`config.mk`:
```
export PLATFORM = sky130hd
export DESIGN_NAME = modulo_counter
export DESIGN_NICKNAME = d
export VERILOG_FILES = /design/src/rtl/modulo_counter.sv
export SDC_FILE = /design/constraint.sdc
export NUM_CORES = 1
export LEC_CHECK = 0
export CAP_MARGIN = 15
export CORE_AREA = 5 5 42 44
export DETAILED_ROUTE_END_ITERATION = 16
export DIE_AREA = 0 0 47 49
export PLACE_DENSITY_LB_ADDON = 0.1
export RECOVER_POWER = 50
export SYNTH_ARGS = -nofsm -noshare
export SYNTH_HDL_FRONTEND = slang
export SYNTH_SLANG_ARGS = --single-unit
export TNS_END_PERCENT = 1
```
`constraint.sdc`:
```
create_clock -name clock -period 2.2 [get_ports clock]
set_input_delay 0.44 -clock clock [delete_from_list [all_inputs] [get_ports clock]]
set_output_delay 0.44 -clock clock [all_outputs]
set_load 0.02 [all_outputs]
```
`src/rtl/modulo_counter.sv`:
```
// modulo_counter: MODULO-state up/down counter with clear, load, wrap and load-error pulses.
// Build option: define MODULO_COUNTER_SATURATE_EN to saturate at the ends instead of wrapping.
`default_nettype none

module modulo_counter #(
  parameter int SIZE   = 5,
  parameter int MODULO = 32
) (
  input  logic            clock,
  input  logic            reset,
  input  logic            enable,
  input  logic            up,
  input  logic            load,
  input  logic [SIZE-1:0] load_value,
  input  logic            clear,
  output logic [SIZE-1:0] count,
  output logic            terminal,
  output logic            wrap,
  output logic            load_error
);

  localparam logic [SIZE:0]   MODULO_EXT = (SIZE+1)'(MODULO);
  localparam logic [SIZE-1:0] MAX_VAL    = SIZE'(MODULO - 1);

  logic [SIZE-1:0] count_q, count_d;
  logic            wrap_q, wrap_d;
  logic            load_error_q, load_error_d;
  logic [SIZE:0]   count_ext;
  logic [SIZE:0]   inc_ext;
  logic [SIZE:0]   dec_ext;

  // One extra bit so MODULO == 2^SIZE is detected as a carry, and 0-1 as a borrow.
  assign count_ext = {1'b0, count_q};
  assign inc_ext   = count_ext + 1'b1;
  assign dec_ext   = count_ext - 1'b1;

  always_comb begin
    count_d      = count_q;
    wrap_d       = 1'b0;
    load_error_d = 1'b0;
    if (clear) begin
      count_d = '0;
    end else if (load) begin
      if ({1'b0, load_value} < MODULO_EXT) begin
        count_d = load_value;
      end else begin
        count_d      = MAX_VAL;
        load_error_d = 1'b1;
      end
    end else if (enable) begin
      if (up) begin
        if (inc_ext == MODULO_EXT) begin
          wrap_d = 1'b1;
`ifdef MODULO_COUNTER_SATURATE_EN
          count_d = count_q;
`else
          count_d = '0;
`endif
        end else begin
          count_d = inc_ext[SIZE-1:0];
        end
      end else begin
        if (dec_ext[SIZE]) begin
          wrap_d = 1'b1;
`ifdef MODULO_COUNTER_SATURATE_EN
          count_d = count_q;
`else
          count_d = MAX_VAL;
`endif
        end else begin
          count_d = dec_ext[SIZE-1:0];
        end
      end
    end
  end

  always_ff @(posedge clock or negedge reset) begin
    if (!reset) begin
      count_q      <= '0;
      wrap_q       <= 1'b0;
      load_error_q <= 1'b0;
    end else begin
      count_q      <= count_d;
      wrap_q       <= wrap_d;
      load_error_q <= load_error_d;
    end
  end

  assign count      = count_q;
  assign wrap       = wrap_q;
  assign load_error = load_error_q;
  assign terminal   = up ? (count_q == MAX_VAL) : (count_q == '0);

endmodule

`default_nettype wire

```
Word-level counts from Yosys, hierarchy flattened. Cells that the tools add are included.

Add/subtract/negate cells: 2. Reduce and logical (&&, ||, !) cells: 2. Equality and inequality tests: 2. Multiplexer cells: 13.

Operators by type and width (number): $mux W5 (6); $mux W1 (7); $add A5 B1 Y6 const B (1); $eq A6 B6 Y1 const B (1); $sub A5 B1 Y6 const B (1); $eq A5 B5 Y1 const B (1); $logic_not A5 Y1 (1); $reduce_bool A3 Y1 (1).

Flip-flop bits (word level): 6. Input bits: 11. Logic and storage cells: 21.

Depth between registers and ports, before layout.
Depth in word-level cells: 7. Mapped depth: 7. Gate-level depth less buffers: 7.

Worst setup path after synthesis. OpenSTA, ideal clock, no wires.

Path kind: flip-flop to output port. Start point: register count_q[0], in the netlist count[0]. End point: output terminal. Path buffers: 0. Path slack: 286 ps. Arrival: 1474 ps. Cell stages (with the launch flop): 6. Cells stage by stage: dfrtp_1 -> inv_1 -> ha_1 -> and2b_2 -> nand2_1 -> o21ai_0.

Cells in the longest elaborated chain, start to end: 2. Elaborated cells on any way between the ends: 3.

RTL lines: start: declaration (line 25) `logic [SIZE-1:0] count_q, count_d;`; start signal: assignment (line 83) `count_q <= count_d;`; $eq A5 B5 Y1 or $logic_not A5 Y1 (tied branches) (line 92) `assign terminal = up ? (count_q == MAX_VAL) : (count_q == '0);`; $mux W1 (*) (line 92); end: declaration (line 17) `output logic terminal,`.

Every way passes the cells marked *; elsewhere a longest branch is shown, timed or not.

Final worst setup path. Ends and elaborated chain as after synthesis.

==> run summary <==
status = finished, final reports clean
Power, Total = 372 uW
syn nets = 75
Cell Chain, Critical Path = ha_1 -> and3_2 -> ha_1 -> nand2_1 -> o21ai_0 -> clkbuf_2
setup violators final = 0
Seq cells post-synth = 6
largest net degree at the start of global routing = 8
Lkg Pwr = 0.000351 uW
# hold bufs at CTS = 0
Post-Synth XOR/XNOR Area = 5.01%
Tmin final = 1.95 ns
Post-Synthesis Cells = 61
clk buf depth = 2
core footprint = 0.00140 mm^2
crit end category = output pin
Post-Synth Adder-Cell Area = 7.16%
min-delay worst type = in -> async
Clock Tree Root = clkbuf_4
required time of the critical path = 1.76 ns
total CTS buffers = 3
synth warn = 0
mux contribution to synthesized area = 0%
die area = 0.00230 mm^2
remaining global-route overflow = 0
hold_ws = 0.511 ns
Worst EP arrival = 1.51 ns
post-route worst setup slack = 0.249 ns
syn avg cell area = 8.59 um^2
Die Span X = 47 um
CP bufs+invs = 1
most common cell after layout, fill and taps aside = clkdlybuf4s50_1
Post-synth EDFFs = 0
Iteration-0 DRC Markers = 11
CP max stage delay = 0.39 ns
growth of design area from synthesis to finish = 44.4%
routed vias = 543
WL per Instance = 13.8 um
DRT Wirelength = 1390 um
CTS Sinks = 6
register area share after synthesis = 28.6%
Synth Area in Simple Gates = 23.2%
area leader, netlist = dfrtp_1
area share of the leading cell type in the synthesized netlist = 28.6%
setup bufs post-CTS = 0
dpl ws = 0.0823 ns
most frequent cells in the layout = 14 x clkdlybuf4s50_1, 8 x buf_4, 6 x nand2_1, 6 x dfrtp_1, 5 x inv_1
critical path class = reg -> out
I/O pin cnt = 19
CP top delay family = flip-flops
Cell Area, Synth = 524 um^2
chip height = 49 um
fillcell total = 143
port bufs = 17
asr flop ratio synth = 100%
Worst Skew = 0.00463 ns
# DRC = 0
top post-synthesis cells by area = dfrtp_1 29%, ha_1 7.2%, buf_6 4.3%, nand2_1 4.3%, a21oi_1 3.8%
Initial Util = 37.4%
final hold violation count = 0
Design Area, Final = 757 um^2
Antenna Nets Post-Route = 0
Clk Latency, worst-skew pair = 0.24 ns
number of global-route vias before repair = 553
first-pass GRT wire length = 2440 um
Final #Nets = 101
Placer Congestion = 0.791
Row Count = 14
RSZ-0062 raised after global routing = no
placed standard-cell area = 739 um^2
drt pass-1 iters = 4
Max Transition Viols Final = 0
slowest cell on the critical path = dfrtp_1
Compound-Gate Fraction of Synth Area = 25.1%
Max Freq = 513 MHz
Tcrit/Tclk final = 88.7%
startpoint types = register
initial antenna violation count = 0
number of diodes = 0
most frequent CP cell = ha_1
CTS tree = done
library cells used by synthesis = 33
Power Dens Cells = 491 mW/mm^2
Total GRT Usage = 14.4%
clock transition at the registers of the reported paths = 0.05 ns
fraction of layout cells with a size suffix above 1 = 21.2%
peak supply drop = 272 uV
Max-Cap Viols = 0
Main synth FF type = dfrtp_1
largest driver fanout on the critical path = 3
post-route setup TNS = 0 ns
H-tree depth = 1
main combinational cell family by area after synthesis = compound AO/OA/AOI/OAI gates
DP Wirelength = 1160 um
Avg Vias per Cell = 5.38
## layout make-up
type / count / area [um^2] / area share [%]
clock buffers: 3 / 22.5 / 2.98
repair buffers: 25 / 225 / 29.8
well taps: 16 / 20.0 / 2.64
multi-input cells: 46 / 320 / 42.3
inverters: 5 / 18.8 / 2.48
flip-flops and latches: 6 / 150 / 19.8
## flip-flops by register name (all words and copies together) (netlist names)
signal and count:
count 5, wrap 1
## report_power, final
part | switching [uW] | internal [uW]
combinational | 72.1 | 72.5
clock | 39.1 | 61.7
sequential | 8.08 | 119
total | 119 | 253
## through the flow
step,util (%),instances
4_1_cts,54.3,101
3_3_place_gp,52.8,98
6_report,54.0,101
3_5_place_dp,52.8,98
5_1_grt,54.0,101
2_1_floorplan,-,61
## timing repair
action                                  CTS  global route
gates resized for setup                   1             3
pin swaps                                 0             0
endpoints found under the setup margin    1             1
## worst register-to-register path, cell delays in order (launching register included)
cell and delay, ns:
dfrtp_1 0.39, ha_1 0.22, and3_2 0.22, ha_1 0.29, nand2b_1 0.15, a22oi_1 0.18, a311oi_1 0.08, a21o_1 0.16
## worst paths after layout
check,cells after the start,startpoint,end,slack [ns]
min in group clock,1,count[4]$_DFFE_PN0P_,count[4]$_DFFE_PN0P_,0.57
max,6,count[0]$_DFFE_PN0P_,terminal,0.25
min reg2reg,1,count[4]$_DFFE_PN0P_,count[4]$_DFFE_PN0P_,0.57
max reg2reg,7,count[0]$_DFFE_PN0P_,count[4]$_DFFE_PN0P_,0.41
max in group asynchronous,1,reset,count[1]$_DFFE_PN0P_,1.47
min,1,reset,count[3]$_DFFE_PN0P_,0.51
## Yosys cell counts (all sizes together), types with 2 or more instances
master,instances
and2b,2
inv,5
nand2,6
ha,3
dfrtp,6
o211ai,2
nand2b,2
a21oi,4
a211oi,2
buf,4
nor3,2
xnor2,2
a21o,2
o21ai,4
nor2,4
## metal layers
metal / wire (um) / up-vias / GRT usage, %
met2: 717 / 22 / 23.5
li1: - / 263 / -
met4: 17 / 0 / 6.91
met1: 589 / 256 / 17.6
met5: 0 / - / 0
met3: 69 / 2 / 2.21
## logic make-up (layout without fill, tap and decap cells)
family	count (synthesis)	count (layout)
adders and majority gates	3	3
buffers and inverters	9	33
other	1	1
xor gates and xnor gates	3	3
AOI/OAI and AO/OA	19	19
DFF	6	6
and+or+nand+nor	20	20
Note: power is estimated with default switching activity, not from simulation.
